`config.mk`:
```
export PLATFORM = sky130hd
export DESIGN_NAME = top_memory_access
export DESIGN_NICKNAME = d
export VERILOG_FILES = /design/src/rtl/top_memory_access.sv
export SDC_FILE = /design/constraint.sdc
export NUM_CORES = 1
export LEC_CHECK = 0
export BUFFER_PORTS_ARGS = -buffer_cell sky130_fd_sc_hd__buf_2
export CAP_MARGIN = 0
export CORE_AREA = 5 5 171 173
export CTS_CLUSTER_SIZE = 24
export DETAILED_ROUTE_END_ITERATION = 16
export DIE_AREA = 0 0 176 178
export GPL_ROUTABILITY_DRIVEN = 0
export RECOVER_POWER = 50
export SKIP_LAST_GASP = 1
export SYNTH_ARGS = -nofsm -noshare
export SYNTH_HDL_FRONTEND = slang
export SYNTH_SLANG_ARGS = --single-unit
```
`constraint.sdc`:
```
create_clock -name clk -period 2 [get_ports clk]
set_input_delay 0.1 -clock clk [delete_from_list [all_inputs] [get_ports clk]]
set_output_delay 0.1 -clock clk [all_outputs]
set_load 0.005 [all_outputs]
```
`src/rtl/top_memory_access.sv`:
```
// rtl/top_memory_access.sv - memory-access stage: issues load/store on a req/ack bus and fills the mw latch
module top_memory_access #(
    parameter int XLEN         = 32,
    parameter int OPLEN        = 16,
    parameter int LOAD_BIT     = 0,
    parameter int STORE_BIT    = 1,
    parameter int SIZE_LSB     = 2,
    parameter int UNSIGNED_BIT = 4
) (
    input  logic             clk,
    input  logic             rst_n,
    input  logic             phase_memory,
    input  logic [OPLEN-1:0] decoded_op_em,
    input  logic             jump_state_em,
    input  logic [4:0]       rdsel_em,
    input  logic [XLEN-1:0]  next_pc_em,
    input  logic [XLEN-1:0]  alu_out_em,
    input  logic [XLEN-1:0]  rs2data_em,
    output logic             dmem_req,
    output logic             dmem_we,
    output logic [XLEN-1:0]  dmem_addr,
    output logic [3:0]       dmem_be,
    output logic [XLEN-1:0]  dmem_wdata,
    input  logic [XLEN-1:0]  dmem_rdata,
    input  logic             dmem_ack,
    output logic [OPLEN-1:0] decoded_op_mw,
    output logic             jump_state_mw,
    output logic [4:0]       rdsel_mw,
    output logic [XLEN-1:0]  next_pc_mw,
    output logic [XLEN-1:0]  alu_out_mw,
    output logic [XLEN-1:0]  mem_rdata_mw,
    output logic             misalign_mw,
    output logic             stall_memory
);

    typedef enum logic {IDLE, BUSY} state_t;

    state_t state_q, state_d;

    logic             req_q, we_q;
    logic [XLEN-1:0]  addr_q, wdata_q;
    logic [3:0]       be_q;
    logic [OPLEN-1:0] op_q;
    logic             jump_q;
    logic [4:0]       rdsel_q;
    logic [XLEN-1:0]  npc_q, alu_q;

    logic             start, idle_done, busy_done;

    // Decode of the incoming execute bundle
    logic             is_store, is_access, misalign;
    logic [1:0]       size_em, lane_em;
    logic [3:0]       be_st;
    logic [XLEN-1:0]  wdata_st;

    always_comb begin
        is_store  = decoded_op_em[STORE_BIT];
        is_access = decoded_op_em[LOAD_BIT] | decoded_op_em[STORE_BIT];
        size_em   = decoded_op_em[SIZE_LSB +: 2];
        lane_em   = alu_out_em[1:0];
        misalign  = is_access &
                    (((size_em == 2'b01) & lane_em[0]) | (size_em[1] & (lane_em != 2'b00)));
        case (size_em)
            2'b00: begin
                wdata_st = {4{rs2data_em[7:0]}};
                be_st    = 4'b0001 << lane_em;
            end
            2'b01: begin
                wdata_st = {2{rs2data_em[15:0]}};
                be_st    = 4'b0011 << lane_em;
            end
            default: begin
                wdata_st = rs2data_em;
                be_st    = 4'b1111;
            end
        endcase
    end

    // Load extraction uses the captured op and address, not the live em inputs
    logic [1:0]       size_q;
    logic             uns_q, load_only_q;
    logic [XLEN-1:0]  shifted, load_ext;

    always_comb begin
        size_q      = op_q[SIZE_LSB +: 2];
        uns_q       = op_q[UNSIGNED_BIT];
        load_only_q = op_q[LOAD_BIT] & ~op_q[STORE_BIT];
        shifted     = dmem_rdata >> {alu_q[1:0], 3'b000};
        case (size_q)
            2'b00:   load_ext = {{24{~uns_q & shifted[7]}}, shifted[7:0]};
            2'b01:   load_ext = {{16{~uns_q & shifted[15]}}, shifted[15:0]};
            default: load_ext = dmem_rdata;
        endcase
    end

    always_ff @(posedge clk or negedge rst_n) begin
        if (!rst_n) state_q <= IDLE;
        else        state_q <= state_d;
    end

    always_comb begin
        state_d = state_q;
        case (state_q)
            IDLE:    if (phase_memory && is_access && !misalign) state_d = BUSY;
            BUSY:    if (dmem_ack) state_d = IDLE;
            default: state_d = IDLE;
        endcase
    end

    always_comb begin
        start        = 1'b0;
        idle_done    = 1'b0;
        busy_done    = 1'b0;
        stall_memory = 1'b0;
        case (state_q)
            IDLE: begin
                start        = phase_memory & is_access & ~misalign;
                idle_done    = phase_memory & ~(is_access & ~misalign);
                stall_memory = start;
            end
            BUSY: begin
                busy_done    = dmem_ack;
                stall_memory = ~dmem_ack;
            end
            default: ;
        endcase
    end

    always_ff @(posedge clk or negedge rst_n) begin
        if (!rst_n) begin
            req_q   <= 1'b0;
            we_q    <= 1'b0;
            addr_q  <= '0;
            be_q    <= '0;
            wdata_q <= '0;
            op_q    <= '0;
            jump_q  <= 1'b0;
            rdsel_q <= '0;
            npc_q   <= '0;
            alu_q   <= '0;
        end else if (start) begin
            req_q   <= 1'b1;
            we_q    <= is_store;
            addr_q  <= {alu_out_em[XLEN-1:2], 2'b00};
            be_q    <= is_store ? be_st : 4'b1111;
            wdata_q <= is_store ? wdata_st : '0;
            op_q    <= decoded_op_em;
            jump_q  <= jump_state_em;
            rdsel_q <= rdsel_em;
            npc_q   <= next_pc_em;
            alu_q   <= alu_out_em;
        end else if (busy_done) begin
            req_q   <= 1'b0;
        end
    end

    always_ff @(posedge clk or negedge rst_n) begin
        if (!rst_n) begin
            decoded_op_mw <= '0;
            jump_state_mw <= 1'b0;
            rdsel_mw      <= '0;
            next_pc_mw    <= '0;
            alu_out_mw    <= '0;
            mem_rdata_mw  <= '0;
            misalign_mw   <= 1'b0;
        end else if (idle_done) begin
            decoded_op_mw <= decoded_op_em;
            jump_state_mw <= jump_state_em;
            rdsel_mw      <= rdsel_em;
            next_pc_mw    <= next_pc_em;
            alu_out_mw    <= alu_out_em;
            mem_rdata_mw  <= '0;
            misalign_mw   <= misalign;
        end else if (busy_done) begin
            decoded_op_mw <= op_q;
            jump_state_mw <= jump_q;
            rdsel_mw      <= rdsel_q;
            next_pc_mw    <= npc_q;
            alu_out_mw    <= alu_q;
            mem_rdata_mw  <= load_only_q ? load_ext : '0;
            misalign_mw   <= 1'b0;
        end
    end

    assign dmem_req   = req_q;
    assign dmem_we    = we_q;
    assign dmem_addr  = addr_q;
    assign dmem_be    = be_q;
    assign dmem_wdata = wdata_q;

endmodule

```
* After elaboration in Yosys (flattened, before gate mapping)
Index checks and enable logic that the tools add are counted.
Cells by class: add/subtract/negate cells 0, $mul 0, divide/modulo/power cells 0, order comparisons 0, equal/unequal tests 2, shifts and indexed selects 3, mux-type cells 28, bitwise gates (word level) 18, reduce and logical (&&, ||, !) cells 8
Operators with widths (count):
- $mux W32 | 8
- $pmux W32 S2 | 2
- $mux W16 | 2
- $shr A32 B5 Y16 | 1
- $and A1 B1 Y1 | 10
- $mux W1 | 10
- $mux W5 | 2
- $pmux W4 S2 | 1
- $not A1 Y1 | 6
- $reduce_bool A2 Y1 | 3
- $eq A2 B1 Y1 const B | 2
- $logic_not A2 Y1 | 2
- $mux W4 | 1
- $pmux W1 S2 | 2
- $shl A1 B2 Y4 const A | 1
- $shl A2 B2 Y4 const A | 1
- $logic_and A1 B1 Y1 | 2
- $or A1 B1 Y1 | 2
- $logic_not A1 Y1 | 1
Word-level totals: bits in registers 274, latch bits 0, bits in writable memories 0, memory bits (read-only) 0, word-level logic and storage cells 77, memories 0

* Depth between registers and ports, before layout
Gate-level depths: netlist (run 1).
depth after elaboration 10, depth in mapped cells 8

* Least setup slack after synthesis (run 1)
Ideal clock, no wire load.
path kind register -> register, start point register state_q, end point register be_q[2] (netlist: dmem_be[2]), library setup time 126 ps, data arrival time 1700 ps, required time 1874 ps, setup slack 174 ps, cell stages (with the launch flop) 5, buffers on the path 1, clock period less this slack 1826 ps, cells stage by stage dfrtp_1 > clkbuf_2 > nand2b_1 > or4b_2 > o32a_1
On the way: cells in the longest elaborated chain, start to end 1
RTL lines:
- start, declared | line 38 | state_t state_q, state_d;
- start signal, assigned | line 98 | else state_q <= state_d;
- $mux W1 | line 115 | case (state_q)
- end signal, assigned | line 145 | be_q <= is_store ? be_st : 4'b1111;
- end, declared | line 42 | logic [3:0] be_q;
No other way between the ends. A chain may end at the register's enable or synchronous reset.

* Final worst setup path (run 1)
start point input alu_out_em[1], end point output stall_memory
On the way: cells in the longest elaborated chain, start to end 7
RTL lines:
- start, declared | line 17 | input logic [XLEN-1:0] alu_out_em,
- $reduce_bool A2 Y1 | line 62 | (((size_em == 2'b01) & lane_em[0]) | (size_em[1] & (lane_em != 2'b00)));
- $and A1 B1 Y1 | line 62
- $or A1 B1 Y1 | line 62
- $and A1 B1 Y1 | line 61 | misalign = is_access &
- $not A1 Y1 | line 117 | start = phase_memory & is_access & ~misalign;
- $and A1 B1 Y1 | line 117
- $pmux W1 S2 | line 115
- end, declared | line 33 | output logic stall_memory
No other way between the ends.

==> results of run 1 <==
## per-layer routing
metal  track usage (%)  share of wire, %
met5                 0                 0
met3              4.90               7.4
met1              31.4                43
met2              38.2                47
met4              5.98               2.7
## registers in the layout, summed over array words and instances (netlist names)
signal         cells
alu_out_mw        32
alu_q             32
dmem_wdata        32
mem_rdata_mw      32
next_pc_mw        32
npc_q             32
decoded_op_mw     16
op_q              16
rdsel_mw           5
rdsel_q            5
dmem_be            4
dmem_req           1
jump_q             1
jump_state_mw      1
misalign_mw        1
state_q            1
## Yosys cell counts, drive strengths merged (2+ instances only)
master	instances	share of area, %
nand2	337	12
dfrtp	243	56
a221o	108	9.9
and3	91	5.2
buf	68	4.0
clkbuf	53	1.8
o21ai	22	1.0
mux2i	21	1.9
mux2	17	1.8
nand3	17	0.78
inv	16	0.55
nor2	10	0.34
o211ai	8	0.55
o2bb2ai	8	0.64
o2111ai	7	0.56
a21oi	6	0.38
a311oi	6	0.48
o22ai	6	0.34
nor2b	4	0.23
o22a	3	0.24
and2	2	0.11
nand3b	2	0.14
nor3b	2	0.14
o21a	2	0.14
## cell families (layout without fill, tap and decap cells)
logic type	after synthesis	count (layout)	synth area share (%)
other	1	4	0.0344
buffers and inverters	137	596	6.34
flip-flops	243	243	55.8
AO/OA/AOI/OAI	181	181	14.7
multiplexers	39	39	3.90
AND/OR/NAND/NOR	472	472	19.2
## how the worst min path moves through the flow
stage,depth (start not counted),startpoint,slack [ns],endpoint
floorplan,0,rst_n,-0.20,alu_out_mw[0]
global placement,1,rst_n,0.10,alu_out_mw[13]
detailed placement,1,rst_n,0.1,alu_out_mw[4]
CTS,4,phase_memory,0.02,state_q
global route,4,decoded_op_em[2],0.06,op_q[2]
finish,4,decoded_op_em[2],0.05,op_q[2]
## power breakdown
| group | internal [mW] | switching [mW] | total [mW] |
|---|---|---|---|
| sequential | 6.03 | 0.686 | 6.72 |
| combinational | 1.76 | 1.99 | 3.75 |
| clock | 3.26 | 2.00 | 5.25 |
## final cells by class
cell class	instances	area (µm²)	share of cell area (%)
Sequential cell	243	6080	40.1
Clock buffer	43	846	5.58
Inverter	16	60.1	0.396
Timing Repair Buffer	532	3480	22.9
Antenna cell	2	5.00	0.0330
Clock inverter	5	100	0.661
Tap cell	346	433	2.86
Multi-Input combinational cell	694	4150	27.4
## what timing repair did
action | 4_1_cts | 5_1_grt
hold buffers | 150 | 1
endpoints found under the setup margin | 8 | 9
cloned | 0 | 0
hold endpoints to repair | 308 | 1
setup buffers | 1 | 0
pin swaps | 1 | 1
gates resized for setup | 2 | 3
## critical path, stage by stage
cell and delay (ns):
dlygate4sd3_1 0.53, buf_2 0.18, and2_1 0.21, or4_4 0.55, o21ai_2 0.08, buf_2 0.16
==> impl_metrics.py, run 1 <==
metrics = {
    "outcome": {
        "outcome": "finished, final reports clean",
    },
    "cts": {
        "cts_buffers": 27,
        "htreeDepth": 1,
        "cts_sinks": 243,
        "cts_root_buf": "clkbuf_16",
        "path_clk_slew_ns": 0.06,
        "cts_tree": "done",
        "clock_path_buffers": 3,
        "clock_latency_ns": 0.52,
    },
    "logic_synthesis": {
        "synthesis.instances": 1073,
        "async_flop_share_pct": 100,
        "ys_types": 43,
        "synthesis.area_um2": 10900,
        "syn_area_per_cell_um2": 10.1,
        "synth_flop_cell": "dfrtp_1",
        "synth_warnings": 0,
        "seq_area_frac_synth_pct": 55.8,
        "ys_seq_elements": 243,
        "synth-edff-count": 0,
    },
    "critical_path": {
        "critPathCaptureType": "output port",
        "critical_path_required_ns": 1.90,
        "crit_start": "alu_out_em[1]",
        "r2r_start": "op_q[1]",
        "critPathKind": "primary input to output port",
        "cp_max_fo": 8,
        "r2r_slack_ns": 0.13,
        "crit_end": "stall_memory",
        "crit_path_start_kind": "primary input",
        "arrival_ns": 1.82,
        "reg2regPathDepth": 4,
        "r2r_end": "mem_rdata_mw[17]",
    },
    "grt": {
        "gr-total-overflow": 0,
        "grt_pass1_wl_um": 58500,
        "grt_max_degree": 77,
        "antenna_found_initial": 2,
        "grt_usage_pct": 23.1,
        "grt_pass1_vias": 10200,
    },
    "floorplanning": {
        "num_rows": 61,
        "die-area_um2": 31300,
        "die_y_um": 178,
        "die_x_um": 176,
        "start_util_pct": 39.6,
        "core_um2": 27500,
        "io_pins": 344,
    },
    "timing": {
        "setup_slack_ns": 0.0760,
        "period_share_pct": 96.2,
        "fin_crit_ns": 1.92,
        "fmax_ghz": 0.520,
        "finalSetupViolCount": 0,
        "fin_setup_tns_ns": 0,
        "hold_slack_ns": 0.0533,
        "hold_viol": 0,
        "fin_skew_ns": 0.0126,
        "rsz0062_at_grt": "yes",
        "worst_slew_pin_slew_ns": 1.06,
        "max_slew_margin_pct": 29.3,
        "report.final.slew_viol_count": 0,
    },
    "layout": {
        "fin_area_um2": 15200,
        "final_common_cell": "nand2_1",
        "nets": 1668,
        "final_util_pct": 55.2,
        "layout_common_cells": "nand2_1, buf_2, dfrtp_1",
        "n_fill_cell": 2407,
        "synthToLayoutAreaGrowth_pct": 39.2,
        "drive_gt1_share_pct": 24.9,
        "stdcell_count": 1881,
    },
    "power": {
        "leakagePower_nw": 7.93,
        "p_per_area_nw_per_um2": 1040,
        "max-vdd-ir-drop_v": 0.000590,
        "finalPower_mw": 15.7,
    },
    "job": {
        "drv_cap": 0,
    },
    "placed_design": {
        "dp_cells": 1679,
        "hpwl_um": 24500,
        "io_buffers": 341,
        "dpl_cell_area_um2": 12800,
        "preCtsSetupSlack_ns": -0.0710,
    },
    "route": {
        "drc": 0,
        "route.vias.total": 10200,
        "drt_pass1_iterations": 5,
        "viasPerCell": 5.41,
        "routed_wl_um": 37800,
        "ant_nets": 0,
        "drt_iter0_markers": 765,
        "wire_per_inst_um": 20.1,
    },
    "min_path": {
        "min-delay-path-class": "primary input to flip-flop",
    },
}
(Power assumes the default switching activity.)
==> inputs of run 2 (changes only) <==
--- a/config.mk
+++ b/config.mk
@@ -8,10 +8,12 @@
 export BUFFER_PORTS_ARGS = -buffer_cell sky130_fd_sc_hd__buf_2
 export CAP_MARGIN = 0
 export CORE_AREA = 5 5 171 173
+export CTS_BUF_LIST = sky130_fd_sc_hd__clkbuf_4 sky130_fd_sc_hd__clkbuf_8
 export CTS_CLUSTER_SIZE = 24
 export DETAILED_ROUTE_END_ITERATION = 16
 export DIE_AREA = 0 0 176 178
 export GPL_ROUTABILITY_DRIVEN = 0
+export MAX_ROUTING_LAYER = met4
 export RECOVER_POWER = 50
 export SKIP_LAST_GASP = 1
 export SYNTH_ARGS = -nofsm -noshare
==> impl_metrics.py, run 2 (synthesized netlist as in run 1, its figures left out) <==
metrics = {
    "route": {
        "drc": 0,
        "viasPerCell": 5.35,
        "route.vias.total": 10200,
        "ant_nets": 0,
        "routed_wl_um": 38300,
        "drt_pass1_iterations": 5,
        "drt_iter0_markers": 818,
        "wire_per_inst_um": 20.2,
    },
    "critical_path": {
        "cp_max_fo": 6,
        "critPathKind": "flip-flop to output port",
        "critPathCaptureType": "output port",
        "cp_top_family": "simple AND/OR/NAND/NOR gates",
        "critical_path.cell_chain": "nand2b_4, or4_4, o21ai_2, buf_2",
        "crit_cells": 4,
        "critical_path_required_ns": 1.90,
        "crit_path_start_kind": "flip-flop",
        "cp_num_buf_inv": 1,
        "cp_slowest_cell": "or4_4",
        "max_stage_delay_ns": 0.49,
        "arrival_ns": 1.85,
        "reg2regPathDepth": 4,
    },
    "cts": {
        "path_clk_slew_ns": 0.05,
        "cts_root_buf": "clkbuf_8",
        "clock_latency_ns": 0.53,
        "clock_path_buffers": 3,
        "cts_tree": "done",
        "cts_sinks": 243,
        "cts_buffers": 43,
        "htreeDepth": 2,
    },
    "timing": {
        "fin_skew_ns": 0.0130,
        "worst_slew_pin_slew_ns": 1.05,
        "period_share_pct": 97.5,
        "finalSetupViolCount": 0,
        "hold_viol": 0,
        "fin_crit_ns": 1.95,
        "fin_setup_tns_ns": 0,
        "fmax_ghz": 0.513,
        "setup_slack_ns": 0.0503,
        "hold_slack_ns": 0.0586,
        "report.final.slew_viol_count": 0,
        "max_slew_margin_pct": 29.7,
        "rsz0062_at_grt": "yes",
    },
    "floorplanning": {
        "io_pins": 344,
        "core_um2": 27500,
        "die_y_um": 178,
        "start_util_pct": 39.6,
        "die_x_um": 176,
        "die-area_um2": 31300,
        "num_rows": 61,
    },
    "layout": {
        "nets": 1685,
        "final_common_cell": "nand2_1",
        "layout_common_cells": "nand2_1, buf_2, dfrtp_1",
        "multiInputGateArea_um2": 4150,
        "synthToLayoutAreaGrowth_pct": 38.2,
        "register_area_um2": 6080,
        "fin_area_um2": 15000,
        "n_fill_cell": 2432,
        "drive_gt1_share_pct": 26.4,
    },
    "grt": {
        "grt_usage_pct": 24.2,
        "grt_pass1_vias": 10400,
        "antenna_found_initial": 1,
        "grt_pass1_wl_um": 59000,
        "grt_max_degree": 77,
        "gr-total-overflow": 0,
    },
    "job": {
        "drv_cap": 0,
    },
    "power": {
        "max-vdd-ir-drop_v": 0.000508,
        "p_per_area_nw_per_um2": 998,
        "leakagePower_nw": 7.90,
        "finalPower_mw": 15.0,
    },
    "min_path": {
        "min-delay-path-class": "primary input to flip-flop",
        "min_delay_path_depth": 4,
    },
    "placed_design": {
        "io_buffers": 341,
        "dpl_cell_area_um2": 12800,
        "preCtsSetupSlack_ns": -0.0710,
        "hpwl_um": 24500,
    },
    "outcome": {
        "outcome": "finished, final reports clean",
    },
}
-- run 2: cell count changes in the layout (fill, tap and decap cells not counted), sizes merged --
cell	before	now
bufinv	3	1
clkbuf	117	132
buf	307	312
clkinvlp	0	3
diode	2	1
-- run 2: path summary, 6_finish.rpt --
check                                 start             end  slack, ns
setup / recovery                    state_q    stall_memory       0.05
hold / removal             decoded_op_em[2]         op_q[2]       0.06
hold reg to reg                   npc_q[25]       npc_q[25]       0.46
setup reg to reg                    state_q      dmem_be[2]       0.07
max in group asynchronous             rst_n       npc_q[21]       0.45
min in group asynchronous             rst_n  alu_out_mw[12]       0.11
-- run 2: through the flow --
step / cells / util [%]
CTS: 1898 / 55.1
floorplan: 1074 / -
finish: 1901 / 54.8
detailed placement: 1679 / 46.6
global route: 1900 / 54.7
global placement: 1679 / 46.6
-- run 2: area by class of cell --
type | count | share of cell area (%)
sequential | 243 | 40.4
clock inverter | 6 | 0.416
timing repair buffer | 533 | 23.3
multi-input combinational | 694 | 27.6
inverter | 16 | 0.399
tap | 346 | 2.88
antenna | 1 | 0.0166
clock buffer | 62 | 5.01
-- run 2: worst register-to-register path: cells and delay by family (launching register included) --
| family | cells | cell delay [ns] |
|---|---|---|
| buffers and inverters | 1 | 0.14 |
| AND/OR/NAND/NOR | 2 | 0.87 |
| AO/OA/AOI/OAI | 1 | 0.37 |
| flip-flops | 1 | 0.44 |
-- run 2: repair_timing --
item / in CTS / in global routing
hold endpoints to repair: 377 / 1
gates resized for setup: 2 / 3
cloned: 0 / 0
buffers inserted: 1 / 1
pin swaps: 1 / 0
endpoints found under the setup margin: 8 / 13
hold buffers: 150 / 1
-- run 2: report_power, final --
group          switching [mW]  internal (mW)  total [mW]
Sequential              0.692           6.03        6.72
Clock                    2.00           2.52        4.53
Combinational            1.99           1.77        3.76
Total                    4.69           10.3        15.0
-- run 2: layer usage --
layer	up-vias	global-route usage [%]	wire, µm
li1	4672	-	-
met1	4999	31.8	16600
met2	429	38.4	18200
met3	73	4.68	2490
met4	0	7.21	1100
met5	-	-	0
==> inputs of run 3 (changes only) <==
--- a/config.mk
+++ b/config.mk
@@ -14,6 +14,7 @@
 export DIE_AREA = 0 0 176 178
 export GPL_ROUTABILITY_DRIVEN = 0
 export MAX_ROUTING_LAYER = met4
+export PLACE_DENSITY = 0.65
 export RECOVER_POWER = 50
 export SKIP_LAST_GASP = 1
 export SYNTH_ARGS = -nofsm -noshare
==> constraint.sdc (replaced) <==
create_clock -name clk -period 2.2 [get_ports clk]
set_input_delay 0.11 -clock clk [delete_from_list [all_inputs] [get_ports clk]]
set_output_delay 0.11 -clock clk [all_outputs]
set_load 0.005 [all_outputs]
==> impl_metrics.py, run 3 (synthesized netlist as in run 1, its figures left out) <==
metrics = {
    "outcome": {
        "outcome": "finished with violations",
        "violations": "capacitance limit, slew limit",
    },
    "route": {
        "routed_wl_um": 37900,
        "drt_pass1_iterations": 5,
        "drc": 0,
        "wire_per_inst_um": 20.0,
        "route.vias.total": 10200,
        "drt_iter0_markers": 811,
        "viasPerCell": 5.39,
        "ant_nets": 0,
    },
    "grt": {
        "grt_pass1_vias": 10500,
        "grt_usage_pct": 24.2,
        "antenna_found_initial": 4,
        "gr-total-overflow": 0,
        "grt_max_degree": 71,
        "grt_pass1_wl_um": 59300,
    },
    "cts": {
        "cts_root_buf": "clkbuf_8",
        "cts_tree": "done",
        "htreeDepth": 2,
        "clock_path_buffers": 3,
        "clock_latency_ns": 0.55,
        "cts_sinks": 243,
        "path_clk_slew_ns": 0.06,
        "cts_buffers": 43,
    },
    "critical_path": {
        "cp_max_fo": 6,
        "critPathCaptureType": "output port",
        "critPathKind": "flip-flop to output port",
        "arrival_ns": 1.96,
        "crit_path_start_kind": "flip-flop",
        "critical_path_required_ns": 2.09,
    },
    "timing": {
        "hold_slack_ns": 0.0346,
        "rsz0062_at_grt": "no",
        "hold_viol": 0,
        "finalSetupViolCount": 0,
        "fin_setup_tns_ns": 0,
        "fin_crit_ns": 2.07,
        "worst_slew_pin_slew_ns": 1.68,
        "period_share_pct": 94.2,
        "max_slew_margin_pct": -12.3,
        "setup_slack_ns": 0.127,
        "fmax_ghz": 0.482,
        "report.final.slew_viol_count": 71,
        "fin_skew_ns": 0.0284,
    },
    "power": {
        "p_per_area_nw_per_um2": 917,
        "max-vdd-ir-drop_v": 0.000449,
        "finalPower_mw": 13.8,
        "leakagePower_nw": 7.94,
    },
    "placed_design": {
        "dpl_cell_area_um2": 12800,
        "hpwl_um": 24100,
        "dp_cells": 1672,
        "io_buffers": 341,
        "preCtsSetupSlack_ns": 0.290,
    },
    "floorplanning": {
        "core_um2": 27500,
        "die-area_um2": 31300,
        "die_y_um": 178,
        "start_util_pct": 39.6,
        "io_pins": 344,
        "num_rows": 61,
        "die_x_um": 176,
    },
    "layout": {
        "synthToLayoutAreaGrowth_pct": 38.5,
        "drive_gt1_share_pct": 26.7,
        "nets": 1676,
        "final_util_pct": 54.9,
        "stdcell_count": 1900,
        "fin_area_um2": 15100,
        "final_common_cell": "nand2_1",
        "layout_common_cells": "nand2_1, buf_2, dfrtp_1",
    },
    "min_path": {
        "min-delay-path-class": "primary input to flip-flop",
    },
    "job": {
        "drv_cap": 1,
    },
}
run 3: cell types whose count changed in the layout (fill, tap and decap cells not counted), sizes merged:
cell | before | now
buf | 312 | 315
clkbuf | 132 | 125
clkinv | 2 | 3
diode | 1 | 4
dlygate4sd3 | 151 | 150
run 3: routing by layer:
metal / wire, µm / up-vias / track usage [%]
met4: 1030 / 0 / 7.99
met1: 15900 / 5061 / 31.3
met5: 0 / - / -
met2: 18200 / 453 / 38.4
li1: - / 4660 / -
met3: 2770 / 67 / 5.09
run 3: worst max-delay path: stages, from the launching register on:
cell and delay, ns:
dfrtp_2 0.44, nand2b_2 0.23, or4_4 0.52, o21ai_2 0.08, buf_2 0.16
run 3: worst paths after layout:
kind	cells past startpoint	endpoint	start	slack, ns
max in group asynchronous	3	mem_rdata_mw[25]	rst_n	0.40
min in group asynchronous	2	alu_out_mw[3]	rst_n	0.59
worst min-delay path	4	state_q	phase_memory	0.03
worst min register to register	2	dmem_wdata[8]	dmem_wdata[8]	0.46
worst max register to register	5	next_pc_mw[1]	state_q	0.23
worst max-delay path	4	stall_memory	state_q	0.13
run 3: cell type report:
cell class,count,area (µm²)
tap,346,433
clock buffer,66,808
sequential,243,6080
fill,2398,12400
inverter,16,60.1
multi-input combinational,694,4140
timing repair buffer,524,3480
antenna,4,10.0
clock inverter,7,67.6
run 3: power by group:
group          switching [mW]  total (mW)  internal (mW)
Clock                    1.86        4.30           2.45
Combinational            1.80        3.41           1.62
Sequential              0.629        6.11           5.48
Total                    4.28        13.8           9.55
run 3: timing repair:
item	in CTS	in global routing
endpoints found under the hold margin	319	0
buffers inserted	1	0
hold buffers	150	0
pin swaps	1	0
setup endpoints to repair	1	1
gates resized for setup	0	4
